==> src/rtl/rmii_rx_framer.sv <==
// RMII receive framer: strips preamble/SFD, packs dibits into DATA_WIDTH-bit words,
// checks the FCS with a 2-bit-per-cycle CRC-32 and reports per-frame status on done.
module rmii_rx_framer #(
  parameter int DATA_WIDTH  = 8,
  parameter int MIN_BYTES   = 64,
  parameter int MAX_BYTES   = 1522,
  parameter int SYNC_STAGES = 2
) (
  input  logic                  clk,
  input  logic                  reset,
  input  logic                  crsdv,
  input  logic [1:0]            rxd,
  input  logic                  rxerr,
  output logic [DATA_WIDTH-1:0] out,
  output logic                  outclk,
  output logic                  done,
  output logic                  crc_ok,
  output logic                  len_err,
  output logic                  align_err,
  output logic                  rx_err,
  output logic [15:0]           byte_count
);

  localparam logic [2:0] S_DRAIN    = 3'd0;
  localparam logic [2:0] S_IDLE     = 3'd1;
  localparam logic [2:0] S_WAIT     = 3'd2;
  localparam logic [2:0] S_PREAMBLE = 3'd3;
  localparam logic [2:0] S_RECV     = 3'd4;
  localparam logic [2:0] S_FLUSH    = 3'd5;
  localparam logic [2:0] S_DONE     = 3'd6;

  localparam int          KW      = (DATA_WIDTH > 2) ? $clog2(DATA_WIDTH / 2) : 1;
  localparam logic [KW-1:0] K_LAST = KW'(DATA_WIDTH / 2 - 1);
  localparam logic [31:0] POLY    = 32'hEDB88320;
  localparam logic [31:0] RESIDUE = 32'hDEBB20E3;
  localparam logic [15:0] MIN_L   = 16'(MIN_BYTES);
  localparam logic [15:0] MAX_L   = 16'(MAX_BYTES);

  logic [2:0]             state;
  logic [SYNC_STAGES-1:0] sync;
  logic                   crsdv_s;
  logic                   prev;
  logic                   dv;
  logic [DATA_WIDTH-1:0]  word;
  logic [DATA_WIDTH-1:0]  word_next;
  logic [KW-1:0]          k;
  logic [1:0]             dcnt;
  logic [15:0]            bcnt;
  logic [31:0]            crc;
  logic [31:0]            crc_next;
  logic                   err_seen;

  assign crsdv_s = sync[SYNC_STAGES-1];
  // Holds valid across the CRS-low half of the end-of-frame toggle pattern.
  assign dv      = crsdv | (crsdv != prev);

  always_comb begin
    word_next = word;
    for (int unsigned i = 0; i < DATA_WIDTH / 2; i++) begin
      if (k == KW'(i)) word_next[2*i +: 2] = rxd;
    end
    crc_next = crc;
    for (int unsigned b = 0; b < 2; b++) begin
      crc_next = {1'b0, crc_next[31:1]} ^ ((crc_next[0] ^ rxd[b]) ? POLY : '0);
    end
  end

  always_ff @(posedge clk) begin
    if (reset) begin
      state      <= S_DRAIN;
      // Synchroniser comes up "carrier present" so DRAIN waits for a real idle gap.
      sync       <= '1;
      prev       <= 1'b0;
      out        <= '0;
      outclk     <= 1'b0;
      done       <= 1'b0;
      crc_ok     <= 1'b0;
      len_err    <= 1'b0;
      align_err  <= 1'b0;
      rx_err     <= 1'b0;
      byte_count <= '0;
      word       <= '0;
      k          <= '0;
      dcnt       <= '0;
      bcnt       <= '0;
      crc        <= '1;
      err_seen   <= 1'b0;
    end else begin
      sync   <= {sync[SYNC_STAGES-2:0], crsdv};
      prev   <= crsdv;
      outclk <= 1'b0;
      done   <= 1'b0;
      case (state)
        S_DRAIN: if (!crsdv_s) state <= S_IDLE;
        S_IDLE: begin
          if (crsdv_s) begin
            state    <= S_WAIT;
            word     <= '0;
            k        <= '0;
            dcnt     <= '0;
            bcnt     <= '0;
            crc      <= '1;
            err_seen <= 1'b0;
          end
        end
        S_WAIT: begin
          if (!crsdv)            state <= S_IDLE;
          else if (rxd == 2'b01) state <= S_PREAMBLE;
        end
        S_PREAMBLE: begin
          if (!crsdv)            state <= S_IDLE;
          else if (rxd == 2'b11) state <= S_RECV;
        end
        S_RECV: begin
          if (rxerr) err_seen <= 1'b1;
          if (dv) begin
            crc  <= crc_next;
            dcnt <= dcnt + 2'd1;
            if (dcnt == 2'd3 && bcnt != '1) bcnt <= bcnt + 16'd1;
            if (k == K_LAST) begin
              out    <= word_next;
              outclk <= 1'b1;
              word   <= '0;
              k      <= '0;
            end else begin
              word <= word_next;
              k    <= k + KW'(1);
            end
          end else begin
            state <= (k != '0) ? S_FLUSH : S_DONE;
          end
        end
        S_FLUSH: begin
          out    <= word;
          outclk <= 1'b1;
          word   <= '0;
          k      <= '0;
          state  <= S_DONE;
        end
        S_DONE: begin
          done       <= 1'b1;
          crc_ok     <= (crc == RESIDUE);
          len_err    <= (bcnt < MIN_L) || (bcnt > MAX_L) || (bcnt == '1);
          align_err  <= (dcnt != 2'd0);
          rx_err     <= err_seen;
          byte_count <= bcnt;
          state      <= S_IDLE;
        end
        default: state <= S_DRAIN;
      endcase
    end
  end

endmodule

==> config.mk <==
export PLATFORM = sky130hd
export DESIGN_NAME = rmii_rx_framer
export DESIGN_NICKNAME = d
export VERILOG_FILES = /design/src/rtl/rmii_rx_framer.sv
export SDC_FILE = /design/constraint.sdc
export NUM_CORES = 1
export LEC_CHECK = 0
export ABC_AREA = 1
export ABC_CLOCK_PERIOD_IN_PS = 2500
export CORE_ASPECT_RATIO = 1.4
export CORE_MARGIN = 2
export CORE_UTILIZATION = 53
export DETAILED_ROUTE_END_ITERATION = 8
export PLACE_DENSITY = 0.83
export SLEW_MARGIN = 40
export SYNTH_ARGS = -nofsm -noshare
export SYNTH_HDL_FRONTEND = slang
export SYNTH_SLANG_ARGS = --single-unit
export TNS_END_PERCENT = 50
==> constraint.sdc <==
create_clock -name clk -period 2.5 [get_ports clk]
set_input_delay 0.5 -clock clk [delete_from_list [all_inputs] [get_ports clk]]
set_output_delay 0.5 -clock clk [all_outputs]
set_load 0.02 [all_outputs]
==> flow_metrics.tcl <==
set metrics [dict create \
    critPathArrivalTime_ns 2.30 \
    p_leak_nw 2.29 \
    setup-violations-final 0 \
    routed_wl_um 11300 \
    ctsRootBufferMaster "clkbuf_16" \
    rsz0062_at_grt "no" \
    hold_viol_final 0 \
    synth-edff-count 0 \
    yosys.area_share.adder_pct 1.85 \
    min_period_over_period_pct 82.4 \
    fp.dieW_um 83.8 \
    skew_ns 0.0104 \
    dp_cells 818 \
    antenna_left 0 \
    setup_tns_ns 0 \
    outcome "completed" \
    routedWlPerCell_um 13.5 \
    drive_gt1_share_pct 5.49 \
    track_usage_pct 24.5 \
    placed_cell_area_mm2 0.00516 \
    gp_congestion 0.909 \
    ioPinCount 36 \
    max_freq_mhz 485 \
    finalPower_mw 5.69 \
    synth-simple-area-share_pct 29.1 \
    layout.cells.non_filler 833 \
    route.detailed.drc 0 \
    path_class "reg -> reg" \
    avgViaCountPerCell 5.44 \
    use_met3_pct 4.99 \
    slew_headroom_pct 74.3 \
    grt_busiest_layer "met2" \
    firstDrtPassIters 5 \
    stdcell_area_mm2 0.00545 \
    synth_cell_types 28 \
    portBuffers 35 \
    yosys.area.top_type "dfxtp_1" \
    crit_fanout 21 \
    async_reset_ff_share_pct 0 \
    htreeDepth 3 \
    synth_mux_area_share_pct 0 \
    grt_pass1_vias 4285 \
    synth_top_family_by_area "simple AND/OR/NAND/NOR gates" \
    path_clk_slew_ns 0.07 \
    drt_iter0_markers 348 \
    grt_pass1_wl_um 19400 \
    cts_num_sinks 97 \
    grt_util_met1_pct 29.3 \
    cts_buffer_depth 2 \
    post_cts_buffers 0 \
    maxCapViolations 0 \
    powerDensity_mw_per_mm2 1040 \
    grt_overflow_total 0 \
    dieArea_mm2 0.00970 \
    syn_avg_cell_area_um2 6.80 \
    slew_viol_final 0 \
    num-nets-final 737 \
    core_area_mm2 0.00861 \
    ctsHoldBuffers 0 \
    cp.required_ns 2.74 \
    startpoint_type "flop" \
    min_path_type "reg -> reg" \
    worst_pin_slew_ns 0.385 \
    hold_slack_ns 0.422 \
    cts_tree "built" \
    initial_core_util_pct 54.9 \
    dp_hpwl_um 7840 \
    postSynthCellCount 695 \
    synth.yosys.warnings 0 \
    synth_xor_xnor_area_share_pct 1.11 \
    synth_seq_cells 97 \
    n_antenna_cell 0 \
    die_h_um 116 \
    areaGrowthSynthToFinish_pct 15.4 \
    syn_nets 708 \
    met2_usage_pct 43.1 \
    numCtsBuffers 9 \
    min_period_ns 2.06 \
    syn_area_mm2 0.00472 \
    seq_area_frac_synth_pct 41.1 \
    routed-via-count 4528 \
    yosysTopAreaCellShare_pct 41.1 \
    endpoint_kind "flop" \
    irDropWorstVdd_mv 0.692 \
    clk_latency_ns 0.36 \
    synth_compound_area_share_pct 17.7 \
    grt_max_degree 70 \
    synthTopCellsByArea "dfxtp_1, nand2_1, o21ai_0" \
    antenna_found_initial 0 \
    ys.flop_type "dfxtp_1" \
    cts.repair.resized 0 \
    rows 40 \
]
-- cell usage in the layout (no fill, tap or decap), drive strengths merged --
master         Yosys  final
clkbuf            13      9
nand3             53     53
nor3               6      6
nand2            166    166
clkdlybuf4s50      0     35
or2                2      2
inv               73     74
bufinv             0      1
nor2              93     93
clkinvlp           0      1
o31ai              1      1
nand3b             1      1
clkinv             2      5
buf               16     12
a21oi             47     47
ha                 7      7
xor2               6      6
a31oi              5      5
o211ai            26     26
o21ai             73     73
nand4              8      8
dfxtp             97     97
-- per-stage QoR --
step                setup WS [ns]  utilization [%]
detailed placement          0.214             59.9
floorplan                   0.957                -
global placement            0.303             59.9
finish                      0.440             63.3
CTS                         0.445             63.3
global route                0.257             63.3
-- state kept, by name, summed over array words and instances (netlist names) --
register / flops
byte_count: 16
sync: 2
len_err: 1
rx_err: 1
k: 2
err_seen: 1
crc_ok: 1
bcnt: 16
outclk: 1
done: 1
prev: 1
align_err: 1
word: 8
state: 3
out: 8
crc: 32
dcnt: 2
-- Yosys cell counts (3+ instances only) --
cell / number
buf_4: 4
dfxtp_1: 97
a21oi_1: 47
nand2_1: 162
nand3_1: 53
nand4_1: 8
nor3_1: 6
clkbuf_1: 13
o211ai_1: 26
a31oi_1: 5
buf_2: 9
nor2_1: 89
inv_1: 71
xor2_1: 6
ha_1: 7
nor2_2: 3
o21ai_0: 72
-- kinds of logic after synthesis --
family / Yosys count
buffers and inverters: 104
DFF: 97
xor gates and xnor gates: 6
AOI/OAI and AO/OA: 152
and+or+nand+nor: 329
adders and majority gates: 7
-- final timing paths --
check | start | endpoint | slack [ns] | depth (start not counted)
hold reg to reg | sync[0]$_SDFF_PP1_ | sync[1]$_SDFF_PP1_ | 0.42 | 1
hold / removal | sync[0]$_SDFF_PP1_ | sync[1]$_SDFF_PP1_ | 0.42 | 1
setup / recovery | state[2]$_SDFFE_PP0P_ | crc[8]$_SDFFE_PP1P_ | 0.44 | 7
setup reg to reg | state[2]$_SDFFE_PP0P_ | crc[8]$_SDFFE_PP1P_ | 0.44 | 7
-- routing by layer --
metal	part of all wire (%)	up-vias	routed length [um]
met5	0	-	0
met1	42	2046	4740
met4	2.5	0	285
met3	5.1	25	578
li1	-	2325	-
met2	50	132	5680
-- where the power goes --
group | leakage [nW] | switching [mW] | internal [mW]
clock | 0.142 | 0.615 | 0.775
sequential | 0.791 | 0.323 | 1.94
combinational | 1.36 | 1.31 | 0.720
-- area by class of cell --
type,count,area (um^2)
Fill cell,760,3160
Multi-Input combinational cell,494,2350
Sequential cell,97,1940
Timing Repair Buffer,47,453
Inverter,75,282
Clock buffer,9,225
Tap cell,105,131
Clock inverter,6,68.8
-- worst max-delay path, stage by stage (launching register included) --
cell and delay [ns]:
dfxtp_1 0.46, nand2_2 0.13, nor2_4 0.26, inv_2 0.23, nor2_2 0.34, inv_1 0.19, o21ai_0 0.23, nand3_1 0.08
Note: power is estimated with default switching activity, not from simulation.
